**config.mk**
```make
export PLATFORM = sky130hd
export DESIGN_NAME = progmem_access_ctrl
export DESIGN_NICKNAME = d
export VERILOG_FILES = /design/src/rtl/progmem_pkg.sv /design/src/rtl/progmem_op_timer.sv /design/src/rtl/progmem_access_ctrl.sv
export SDC_FILE = /design/constraint.sdc
export NUM_CORES = 1
export LEC_CHECK = 0
export ABC_AREA = 1
export CORE_ASPECT_RATIO = 0.8
export CORE_MARGIN = 2
export CORE_UTILIZATION = 25
export DETAILED_ROUTE_END_ITERATION = 7
export GPL_ROUTABILITY_DRIVEN = 0
export PLACE_DENSITY = 0.7
export SLEW_MARGIN = 10
export SYNTH_ARGS = -nofsm -noshare
export SYNTH_HDL_FRONTEND = slang
export SYNTH_SLANG_ARGS = --single-unit
```
**constraint.sdc**
```tcl
create_clock -name clk -period 2.6 [get_ports clk]
set_clock_uncertainty 0.1 [all_clocks]
set_input_delay 0.52 -clock clk [delete_from_list [all_inputs] [get_ports clk]]
set_output_delay 0.52 -clock clk [all_outputs]
set_load 0.02 [all_outputs]
```
**src/rtl/progmem_pkg.sv**
```systemverilog
// Shared types and helpers for the program-memory access controller.
//   spm_cmd_e : SPM command encoding as driven on spm_cmd
//   state_e   : sequencer states
//   is_nrww() : true when a page index lies in the NRWW section
package progmem_pkg;

  localparam int unsigned PAGE_OFS_W = 7;
  localparam int unsigned PAGE_IDX_W = 8;

  typedef enum logic [1:0] {
    CmdBufWr   = 2'b00,
    CmdPgErase = 2'b01,
    CmdPgWrite = 2'b10,
    CmdRwwEn   = 2'b11
  } spm_cmd_e;

  typedef enum logic [1:0] {
    StIdle,
    StErase,
    StProg,
    StDone
  } state_e;

  function automatic logic is_nrww(input logic [PAGE_IDX_W-1:0] page,
                                   input logic [PAGE_IDX_W-1:0] first_page);
    return page >= first_page;
  endfunction

endpackage

```
**src/rtl/progmem_op_timer.sv**
```systemverilog
// Loadable down-counter with a zero flag, used to time page erase and page write.
//   clk_i      : clock
//   rst_i      : synchronous active-high reset, clears the count
//   load_i     : load load_val_i (takes precedence over dec_i)
//   load_val_i : value to load
//   dec_i      : decrement request; the count saturates at zero
//   zero_o     : count is zero
module progmem_op_timer #(
  parameter int unsigned Width = 4
) (
  input  logic             clk_i,
  input  logic             rst_i,
  input  logic             load_i,
  input  logic [Width-1:0] load_val_i,
  input  logic             dec_i,
  output logic             zero_o
);

  logic [Width-1:0] count_q, count_d;

  assign zero_o = (count_q == '0);

  always_comb begin
    count_d = count_q;
    if (load_i) begin
      count_d = load_val_i;
    end else if (dec_i && !zero_o) begin
      count_d = count_q - Width'(1);
    end
  end

  always_ff @(posedge clk_i) begin
    if (rst_i) begin
      count_q <= '0;
    end else begin
      count_q <= count_d;
    end
  end

endmodule

```
**src/rtl/progmem_access_ctrl.sv**
```systemverilog
// Program-memory access controller: arbitrates the single array read port between
// CPU fetch and LPM, sequences SPM commands and enforces Read-While-Write rules.
//   clk, rst                       : clock, synchronous active-high reset
//   fetch_req/fetch_pc/fetch_stall : CPU instruction fetch (word address)
//   lpm_req/lpm_addr/lpm_gnt       : LPM data read (byte address)
//   rd_sel_lpm                     : read-port owner, 1 = LPM
//   spm_req/cmd/addr/wdata/ack     : SPM command interface
//   mem_*                          : array control (read, buffer write, erase, program)
//   rwwsb, rdy                     : RWW-section busy and operation-idle flags
module progmem_access_ctrl
  import progmem_pkg::*;
#(
  parameter int unsigned              PAGE_BYTES      = 2 ** PAGE_OFS_W,
  parameter int unsigned              NUM_PAGES       = 2 ** PAGE_IDX_W,
  parameter logic [PAGE_IDX_W-1:0]    NRWW_FIRST_PAGE = 8'hE0,
  parameter int unsigned              T_ERASE_CYC     = 16,
  parameter int unsigned              T_PROG_CYC      = 16
) (
  input  logic        clk,
  input  logic        rst,
  input  logic        fetch_req,
  input  logic [13:0] fetch_pc,
  output logic        fetch_stall,
  input  logic        lpm_req,
  input  logic [14:0] lpm_addr,
  output logic        lpm_gnt,
  output logic        rd_sel_lpm,
  input  logic        spm_req,
  input  logic [1:0]  spm_cmd,
  input  logic [14:0] spm_addr,
  input  logic [15:0] spm_wdata,
  output logic        spm_ack,
  output logic        mem_rd,
  output logic [14:0] mem_addr,
  output logic        mem_buf_wr,
  output logic        mem_erase,
  output logic        mem_prog,
  output logic [15:0] mem_wdata,
  output logic        rwwsb,
  output logic        rdy
);

  localparam int unsigned OfsW    = $clog2(PAGE_BYTES);
  localparam int unsigned IdxW    = $clog2(NUM_PAGES);
  localparam int unsigned TMaxCyc = (T_ERASE_CYC > T_PROG_CYC) ? T_ERASE_CYC : T_PROG_CYC;
  localparam int unsigned TimerW  = (TMaxCyc > 2) ? $clog2(TMaxCyc) : 1;

  state_e            state_q, state_d;
  logic [IdxW-1:0]   page_q, page_d;
  logic              rwwsb_q, rwwsb_d;
  logic              tmr_load, tmr_dec, tmr_zero;
  logic [TimerW-1:0] tmr_val;

  logic [IdxW-1:0] req_page;
  logic [14:0]     fetch_addr;
  logic            busy, restricted;

  assign req_page   = spm_addr[OfsW +: IdxW];
  assign fetch_addr = {fetch_pc, 1'b0};
  assign busy       = (state_q == StErase) || (state_q == StProg);
  assign restricted = busy || rwwsb_q;

  assign mem_erase = (state_q == StErase);
  assign mem_prog  = (state_q == StProg);
  assign rdy       = !busy;
  assign rwwsb     = rwwsb_q;

  progmem_op_timer #(
    .Width(TimerW)
  ) u_op_timer (
    .clk_i     (clk),
    .rst_i     (rst),
    .load_i    (tmr_load),
    .load_val_i(tmr_val),
    .dec_i     (tmr_dec),
    .zero_o    (tmr_zero)
  );

  // Sequencer
  always_comb begin
    state_d    = state_q;
    page_d     = page_q;
    rwwsb_d    = rwwsb_q;
    tmr_load   = 1'b0;
    tmr_val    = '0;
    tmr_dec    = 1'b0;
    spm_ack    = 1'b0;
    mem_buf_wr = 1'b0;
    mem_wdata  = '0;
    unique case (state_q)
      StIdle: begin
        if (spm_req) begin
          spm_ack = 1'b1;
          unique case (spm_cmd_e'(spm_cmd))
            CmdBufWr: begin
              mem_buf_wr = 1'b1;
              mem_wdata  = spm_wdata;
            end
            CmdPgErase, CmdPgWrite: begin
              page_d   = req_page;
              tmr_load = 1'b1;
              if (spm_cmd_e'(spm_cmd) == CmdPgErase) begin
                tmr_val = TimerW'(T_ERASE_CYC - 1);
                state_d = StErase;
              end else begin
                tmr_val = TimerW'(T_PROG_CYC - 1);
                state_d = StProg;
              end
              if (!is_nrww(req_page, NRWW_FIRST_PAGE)) begin
                rwwsb_d = 1'b1;
              end
            end
            CmdRwwEn: rwwsb_d = 1'b0;
            default: ;
          endcase
        end
      end
      StErase, StProg: begin
        tmr_dec = 1'b1;
        if (tmr_zero) begin
          state_d = StDone;
        end
      end
      StDone: state_d = StIdle;
      default: state_d = StIdle;
    endcase
  end

  // Read-port arbitration
  always_comb begin
    mem_rd      = 1'b0;
    mem_addr    = busy ? {page_q, {OfsW{1'b0}}} : '0;
    lpm_gnt     = 1'b0;
    rd_sel_lpm  = 1'b0;
    fetch_stall = 1'b0;
    if (mem_buf_wr) begin
      // The buffer write owns mem_addr this cycle, so no read is served.
      mem_addr    = spm_addr;
      fetch_stall = fetch_req;
    end else if (busy && is_nrww(page_q, NRWW_FIRST_PAGE)) begin
      fetch_stall = fetch_req;
    end else if (lpm_req) begin
      lpm_gnt     = 1'b1;
      rd_sel_lpm  = 1'b1;
      fetch_stall = fetch_req;
      // LPM into a busy RWW section is granted but returns undefined data.
      if (!restricted || is_nrww(lpm_addr[OfsW +: IdxW], NRWW_FIRST_PAGE)) begin
        mem_rd   = 1'b1;
        mem_addr = lpm_addr;
      end
    end else if (fetch_req) begin
      if (!restricted || is_nrww(fetch_addr[OfsW +: IdxW], NRWW_FIRST_PAGE)) begin
        mem_rd   = 1'b1;
        mem_addr = fetch_addr;
      end else begin
        fetch_stall = 1'b1;
      end
    end
  end

  always_ff @(posedge clk) begin
    if (rst) begin
      state_q <= StIdle;
      page_q  <= '0;
      rwwsb_q <= 1'b0;
    end else begin
      state_q <= state_d;
      page_q  <= page_d;
      rwwsb_q <= rwwsb_d;
    end
  end

endmodule

```
==> impl_metrics.ini <==
[global_routing]
grt_pass1_wl_mm = 10.6
gr-total-overflow = 0
grt_antenna_before_repair = 0
grt_usage_pct = 16.5
grt_pass1_vias = 2309
grt_max_degree = 19

[synthesis]
seq_area_frac_synth_pct = 17.5
synthAdderAreaFrac_pct = 5.09
synth_top_area_share_pct = 20.5
synth-edff-count = 0
syn_nets = 399
synth_mux_area_share_pct = 0
synth-seq-cells = 15
synth.area.top_cells = nand2_1, dfxtp_1, inv_1, nor2_1, nand3_1
synth_top_family_by_area = simple AND/OR/NAND/NOR gates
synth_xor_area_share_pct = 0
syn_inst = 325
synth-simple-area-share_pct = 45.9
synth_cell_types = 23
synthArstFlopShare_pct = 0
synth_area_sq_mm = 0.00172
synth_compound_area_share_pct = 12.1
ys_dominant_reg_cell = dfxtp_1
yosys_warnings = 0
synth.largest_area_cell = nand2_1
avgSynthCellArea_sq_um = 5.29

[hold_path]
hold_class = flop to flop

[timing]
fin_crit_sh_pct = 95.6
fmax_mhz = 402
finalHoldViolations = 0
hold_ws_ns = 0.375
fin_crit_ns = 2.48
finalMaxSlewViolations = 0
finalSetupViolations = 0
relSlewSlack_pct = 75.3
rsz0062_at_grt = yes
fin_tns_setup_ns = 0
worstMarginPinSlew_ns = 0.369

[detailed_routing]
routedWlPerCell_um = 11.6
drt_iter0_drc = 213
ant_nets = 0
vias_per_cell = 4.42
vias = 2418
wl_mm = 6.33
drc = 0
firstDrtPassIters = 4

[clock_tree]
cts_hold_buf = 0
tritoncts = yes
cts_root_buffer = clkbuf_8
cts_sinks = 15
htreeDepth = 1
cts-buffers-inserted = 3
clk_pin_slew_worst_paths_ns = 0.06
clkLatencyLatePin_ns = 0.25
clockBufferDepth = 2

[die]
die_w_um = 96.7
die_height_um = 78.2
io_pins = 108
core-area_sq_mm = 0.00676
row_count = 27
start_util_pct = 25.4
die_area_sq_mm = 0.00756

[pwr]
p_total_mw = 2.42
clock_power_share_pct = 7.9
p_leak_nw = 1.76
power.internal_mw = 1.23
seqPwrFrac_pct = 13.9
pwr-share-comb_pct = 78.2
p_switching_mw = 1.18
power_density_mw_per_mm2 = 769
ir_worst_vdd_mv = 0.252
switching_share_pct = 48.9

[setup_path]
crit_path_max_fanout = 7
cp-end-kind = output port
start_kind = primary input
worst_ep_required_time_ns = 1.98
crit_type = primary input to output port
crit_arrival_ns = 1.86

[flow_run]
maxCapViolCount = 0

[outcome]
status = complete, no violations

[final_layout]
diodes = 0
synthToLayoutAreaGrowth_pct = 82.7
final_nets = 535
layout-drive-gt1-share_pct = 19.8

[placement]
dp_hpwl_mm = 5.15
numPortBuffers = 107
-- registers in the layout (all words and copies together), names as in the netlist --
| name | flops |
|---|---|
| page_q | 8 |
| u_op_timer.count_q | 4 |
| rwwsb | 1 |
| state_q | 2 |
-- placed cells by master (no fill, tap or decap), drive strengths merged --
| master | n |
|---|---|
| dfxtp | 15 |
| nand2 | 97 |
| ha | 7 |
| o21ai | 23 |
| clkbuf | 4 |
| a31oi | 2 |
| nor2 | 51 |
| nand3 | 26 |
| inv | 67 |
| dlymetal6s2s | 4 |
| a21oi | 16 |
| clkdlybuf4s15 | 6 |
| buf | 57 |
| dlygate4sd2 | 11 |
| nand3b | 7 |
| clkdlybuf4s50 | 65 |
| nand4 | 2 |
-- worst max-delay path: stages --
cell and delay [ns]:
clkdlybuf4s50_1 0.47, nand3_1 0.10, nand2_2 0.11, buf_6 0.14, nand3_4 0.12, nor2_1 0.13
o21ai_1 0.07, nand2_1 0.06, buf_4 0.14
-- power by group through the flow --
stage          Combinational (mW)  Clock (mW)  Sequential (mW)
2_1_floorplan                1.05           0            0.333
3_3_place_gp                 1.81           0            0.335
3_5_place_dp                 1.85           0            0.338
4_1_cts                      1.84       0.197            0.334
5_1_grt                      2.08       0.209            0.347
6_report                     1.89       0.191            0.337
-- path summary, 6_finish.rpt --
| check | startpoint | end | slack [ns] | cells after the start |
|---|---|---|---|---|
| setup / recovery | fetch_pc[11] | mem_addr[4] | 0.12 | 9 |
| hold / removal | page_q[2]$_SDFFE_PP0P_ | page_q[2]$_SDFFE_PP0P_ | 0.37 | 2 |
| setup reg to reg | state_q[0]$_SDFFE_PP0P_ | u_op_timer.count_q[1]$_SDFFE_PP0P_ | 0.95 | 10 |
| hold reg to reg | page_q[2]$_SDFFE_PP0P_ | page_q[2]$_SDFFE_PP0P_ | 0.37 | 2 |
-- synth_stat cells (3+ instances only) --
master,n
buf_2,6
buf_4,3
nor2_1,49
inv_1,61
ha_1,7
o21ai_0,16
nand3_1,23
a21oi_1,16
nand2_1,94
dfxtp_1,15
inv_2,6
nand3b_1,7
o21ai_1,7
-- area by class of cell --
cell class / instances / area (sq um)
Fill cell: 718 / 3620
Timing Repair Buffer: 143 / 1290
Multi-Input combinational cell: 231 / 1140
Sequential cell: 15 / 302
Inverter: 67 / 256
Tap cell: 87 / 109
Clock buffer: 4 / 45.0
-- metrics by stage --
| stage | utilization [%] | setup WS (ns) | instance area [sq um] | std cells |
|---|---|---|---|---|
| 2_1_floorplan | - | 0.173 | 1720 | 325 |
| 3_3_place_gp | 45.5 | -0.480 | 3070 | 540 |
| 3_5_place_dp | 45.5 | -0.601 | 3070 | 540 |
| 4_1_cts | 46.1 | 0.0151 | 3110 | 547 |
| 5_1_grt | 46.5 | -0.00771 | 3140 | 547 |
| 6_report | 46.5 | 0.115 | 3140 | 547 |
-- repair_timing --
action	CTS	global route
setup buffers	2	0
resized for setup	130	23
cloned	1	0
setup endpoints to repair	36	25
pin swaps	2	1
-- logic make-up after synthesis --
family,count (synthesis)
simple gates,182
buf+inv,80
compound gates,41
flops,15
fa+ha+maj,7
-- layer usage --
layer,GRT usage (%),routed length [um],vias up
li1,-,-,1260
met1,21.6,2910,1053
met2,28.7,2970,95
met3,3.21,381,10
met4,2.96,70,0
met5,0,0,-
Power figures use the tool's default switching activity.
==> edit 1, RTL diff (same flow settings) <==
`T_PROG_CYC`: 16 -> 8.
--- a/src/rtl/progmem_access_ctrl.sv
+++ b/src/rtl/progmem_access_ctrl.sv
@@ -14,7 +14,7 @@
   parameter int unsigned              NUM_PAGES       = 2 ** PAGE_IDX_W,
   parameter logic [PAGE_IDX_W-1:0]    NRWW_FIRST_PAGE = 8'hE0,
   parameter int unsigned              T_ERASE_CYC     = 16,
-  parameter int unsigned              T_PROG_CYC      = 16
+  parameter int unsigned              T_PROG_CYC      = 8
 ) (
   input  logic        clk,
   input  logic        rst,
Formal check against the unedited RTL: not equivalent (a bounded check fails within 10 cycles, from zero or initial values and one cycle with rst high).
==> edit 1 against the unedited design <==
  * Synthesized area is 1.2% higher
  * Non-clock buffer count increased by 5
  * Utilization increased by 0.33 points
  * Wire length decreased by 0.11%
  * Clock power up 3%
  * Critical path type unchanged
  * Worst setup slack lost 0.052 ns
  * Sequential cell count did not move
  * Die area is 1.2% higher
  * Highest routed layer unchanged
  * Power is 4.3% higher
  * Largest power group unchanged
  * Final area increased by 1.7%
  * Worst hold slack got worse by 0.0032 ns
==> edit 1: results (changes against the unedited design) <==
<table>
<tr><th>Metric</th><th>Value</th></tr>
<tr><th colspan="2">GRT</th></tr>
<tr><td>Vias in the first global route</td><td>2273 (-1.6%)</td></tr>
<tr><td>Largest net degree at the start of global routing</td><td>15 (-4)</td></tr>
<tr><td>Global-route wire length before repair</td><td>10.2 mm (-3.6%)</td></tr>
<tr><td>Global-route total usage across every layer</td><td>0.156 (-0.00920)</td></tr>
<tr><th colspan="2">Worst setup path</th></tr>
<tr><td>CP max stage delay</td><td>0.59 ns (+0.12 ns)</td></tr>
<tr><td>FF-to-FF Start</td><td>state_q[1]</td></tr>
<tr><td>Max FO, Critical Path</td><td>2 (-5)</td></tr>
<tr><td>Data arrival time of the critical path</td><td>1.92 ns (+0.06 ns)</td></tr>
<tr><td>CP Launch Point</td><td>spm_req</td></tr>
<tr><th colspan="2">Pwr</th></tr>
<tr><td>Leak</td><td>1.78 nW (+1.2%)</td></tr>
<tr><td>Worst IR drop on VDD</td><td>0.344 mV (+36%)</td></tr>
<tr><th colspan="2">Placed design</th></tr>
<tr><td>Post-detail-place hpwl</td><td>5.00 mm (-2.9%)</td></tr>
<tr><td>Placed standard-cell area</td><td>0.00313 mm2 (+2.0%)</td></tr>
<tr><td>Placement-stage worst setup slack</td><td>-0.527 ns (+0.0743 ns)</td></tr>
<tr><th colspan="2">Layout</th></tr>
<tr><td>Fillers</td><td>725 (+0.97%)</td></tr>
<tr><td>Filler-free cell count of the finished design</td><td>548 (+0.18%)</td></tr>
<tr><td>Share of cells above drive strength 1</td><td>0.249 (+0.0516)</td></tr>
<tr><th colspan="2">Yosys</th></tr>
<tr><td>Post-synthesis compound-gate area fraction</td><td>0.121 (about the same)</td></tr>
<tr><td>Post-synthesis cell type count</td><td>24 (+4.3%)</td></tr>
<tr><td>Most area-consuming cells after synthesis</td><td>nand2_1 (23%), dfxtp_1 (17%), inv_1 (12%)</td></tr>
<tr><td>Sequential-to-total area share from yosys stat</td><td>0.173 (-0.00213)</td></tr>
<tr><td>Post-synth top cells</td><td>nand2_1 (106), inv_1 (57), nor2_1 (34)</td></tr>
<tr><td>Adder and majority cell fraction of the synthesized area</td><td>0.0575 (+0.00657)</td></tr>
<tr><th colspan="2">Drt</th></tr>
<tr><td>Via count</td><td>2405 (-0.54%)</td></tr>
<tr><td>Count of routing violations after the opening detailed-route iteration</td><td>91 (-57%)</td></tr>
<tr><th colspan="2">Outcome</th></tr>
<tr><td>Status</td><td>complete, no violations</td></tr>
<tr><th colspan="2">Timing</th></tr>
<tr><td>Remaining max-slew budget at the tightest pin</td><td>0.793 (+0.0392)</td></tr>
</table>
## edit 1: cell count changes after synthesis, sizes merged
cell	unedited run	this run
a21oi	16	22
a31oi	2	1
buf	12	10
ha	7	8
inv	67	62
nand2	97	112
nand3	26	25
nand3b	7	6
nor2	50	38
o21ai	23	16
o21bai	0	1
o22ai	0	1
## edit 1: worst min-delay path, stage by stage (launching register included)
cell and delay (ns):
dfxtp_1 0.31, nand2_1 0.06, a21oi_1 0.05
## edit 1: report_power, final
part	switching, mW	total (mW)	leakage, nW	internal, mW
registers	0.0338	0.332	0.124	0.298
clock network	0.0896	0.196	0.0255	0.106
logic	1.10	1.99	1.63	0.890
total	1.22	2.52	1.78	1.29
## edit 1: final timing paths
kind	to	slack [ns]	depth (start not counted)
max	spm_ack	0.06	5
min	u_op_timer.count_q[2]	0.37	2
max reg2reg	u_op_timer.count_q[1]	1.08	7
min reg2reg	u_op_timer.count_q[2]	0.37	2
## edit 1: timing repair
action	in CTS	in global routing
cloned	0	1
buffers inserted	1	2
endpoints found under the setup margin	36	33
resized for setup	153	37
pin swaps	1	7
hold endpoints to repair	0	0
## edit 1: area by class of cell
| cell class | instances | area [um2] | share of cell area |
|---|---|---|---|
| timing repair buffer | 148 | 1320 | 0.412 |
| multi-input combinational | 232 | 1190 | 0.373 |
| sequential | 15 | 302 | 0.0944 |
| inverter | 62 | 233 | 0.0729 |
| tap | 87 | 109 | 0.0341 |
| clock buffer | 3 | 41.3 | 0.0129 |
| clock inverter | 1 | 5.00 | 0.00157 |
## edit 1: routing by layer
metal | up-vias | routed length, um | track usage
li1 | 1258 | - | -
met1 | 1066 | 2980 | 0.207
met2 | 74 | 2980 | 0.274
met3 | 7 | 305 | 0.0205
met4 | 0 | 63 | 0.0292
met5 | - | 0 | 0
==> edit 2, RTL diff (config.mk and constraints unchanged) <==
Without the edit above. Encoding of `state_e`: now one-hot (4 bits for 4 states).
--- a/src/rtl/progmem_pkg.sv
+++ b/src/rtl/progmem_pkg.sv
@@ -14,11 +14,11 @@
     CmdRwwEn   = 2'b11
   } spm_cmd_e;
 
-  typedef enum logic [1:0] {
-    StIdle,
-    StErase,
-    StProg,
-    StDone
+  typedef enum logic [3:0] {
+    StIdle  = 4'b0001,
+    StErase = 4'b0010,
+    StProg  = 4'b0100,
+    StDone  = 4'b1000
   } state_e;
 
   function automatic logic is_nrww(input logic [PAGE_IDX_W-1:0] page,
Check against the original RTL: no difference found for any inputs over 10 cycles, from zero or initial values and one cycle with rst high; not proved beyond that.
==> edit 2 against the unedited design <==
  * Worst hold slack got worse by 0.0018 ns
  * Synthesized area fell by 5.3%
  * Die area fell by 5.1%
  * Via count fell by 7.1%
  * Sequential cell count rose by 2
  * First-iteration DRC count fell by 52%
  * Worst setup slack got worse by 0.042 ns
  * Cell count fell by 7.3%
  * Wire length fell by 7.0%
  * Sequential share of layout area rose by 1.7 points
  * Final area fell by 4.1%
Power is not compared: it rests on default switching activity, and its combinational part moved more than twofold at a synthesized area within 25%.
==> edit 2: results (changes against the unedited design) <==
<table>
<tr><th>Metric</th><th>Value</th></tr>
<tr><th colspan="2">Outcome</th></tr>
<tr><td>Status</td><td>complete, no violations</td></tr>
<tr><th colspan="2">Clock tree</th></tr>
<tr><td>Count of buffers added by post-CTS timing repair for setup</td><td>4 (+2)</td></tr>
<tr><td>Quantity of gates resized following cts</td><td>118 (-9.2%)</td></tr>
<tr><th colspan="2">Yosys</th></tr>
<tr><td>Mapped Nets</td><td>362 (-9.3%)</td></tr>
<tr><td>Post-Syn Instances</td><td>291 (-10%)</td></tr>
<tr><td>Sequential-to-total area share from yosys stat</td><td>0.209 (+0.0344)</td></tr>
<tr><td>Most area-consuming cells after synthesis</td><td>dfxtp_1 (21%), nand2_1 (18%), inv_1 (12%)</td></tr>
<tr><th colspan="2">Drt</th></tr>
<tr><td>Met1 wire length</td><td>2.57 mm (-12%)</td></tr>
<tr><td>Amount of wire on met3 after detailed routing</td><td>265 um (-30%)</td></tr>
<tr><td>Total met2 wirelength after detailed routing</td><td>2.97 mm (about the same)</td></tr>
<tr><td>Vias per std cell</td><td>4.43 (+0.22%)</td></tr>
<tr><td>Count of routing violations after the opening detailed-route iteration</td><td>102 (-52%)</td></tr>
<tr><td>Post-detailed-route wirelength per cell</td><td>11.6 um (+0.37%)</td></tr>
<tr><th colspan="2">GRT</th></tr>
<tr><td>Largest net degree at the start of global routing</td><td>16 (-3)</td></tr>
<tr><td>GR Layer Usage met1</td><td>0.199 (-0.0171)</td></tr>
<tr><td>Global-route wire length before repair</td><td>9.63 mm (-9.3%)</td></tr>
<tr><td>Global-route total usage across every layer</td><td>0.163 (-0.00236)</td></tr>
<tr><td>Global-route track usage on met2</td><td>0.294 (+0.00677)</td></tr>
<tr><td>Global-route met3 utilization</td><td>0.0297 (-0.00238)</td></tr>
<tr><td>Vias in the first global route</td><td>2164 (-6.3%)</td></tr>
<tr><th colspan="2">Worst setup path</th></tr>
<tr><td>Data arrival time of the critical path</td><td>1.91 ns (+0.05 ns)</td></tr>
<tr><th colspan="2">Placed design</th></tr>
<tr><td>Placed standard-cell area</td><td>0.00293 mm2 (-4.7%)</td></tr>
<tr><td>Placement-stage worst setup slack</td><td>-0.524 ns (+0.0763 ns)</td></tr>
<tr><th colspan="2">Layout</th></tr>
<tr><td>Total number of nets in the final design</td><td>495 (-7.5%)</td></tr>
<tr><td>Regs by FF count</td><td>page_q (8), state_q (4), u_op_timer.count_q (4)</td></tr>
<tr><td>Filler-free cell count of the finished design</td><td>507 (-7.3%)</td></tr>
<tr><td>Share of cells above drive strength 1</td><td>0.201 (+0.00312)</td></tr>
<tr><td>Final core utilization</td><td>0.475 (+0.00994)</td></tr>
</table>
==> edit 2: path summary, 6_finish.rpt <==
path	start	endpoint	slack, ns	depth (start not counted)
worst min-delay path	page_q[5]	page_q[5]	0.37	2
worst max register to register	state_q[2]	u_op_timer.count_q[3]	1.01	9
worst max-delay path	lpm_addr[14]	mem_addr[0]	0.07	7
worst min register to register	page_q[5]	page_q[5]	0.37	2
==> edit 2: cells by family after synthesis <==
kind of cell,after synthesis,share of synthesized area
AND/OR/NAND/NOR,163,0.452
buffers and inverters,64,0.161
AO/OA/AOI/OAI,43,0.147
flip-flops,17,0.209
adder cells (fa/ha/maj),4,0.0307
==> edit 2: worst min-delay path: stages, from the launching register on <==
cell     delay, ns
dfxtp_1       0.31
inv_1         0.06
a21oi_1       0.06
==> edit 2: layout make-up <==
type / count / share of cell area
Clock buffer: 4 / 0.0150
Inverter: 55 / 0.0706
Multi-Input combinational cell: 210 / 0.356
Sequential cell: 17 / 0.113
Tap cell: 84 / 0.0349
Timing Repair Buffer: 137 / 0.410
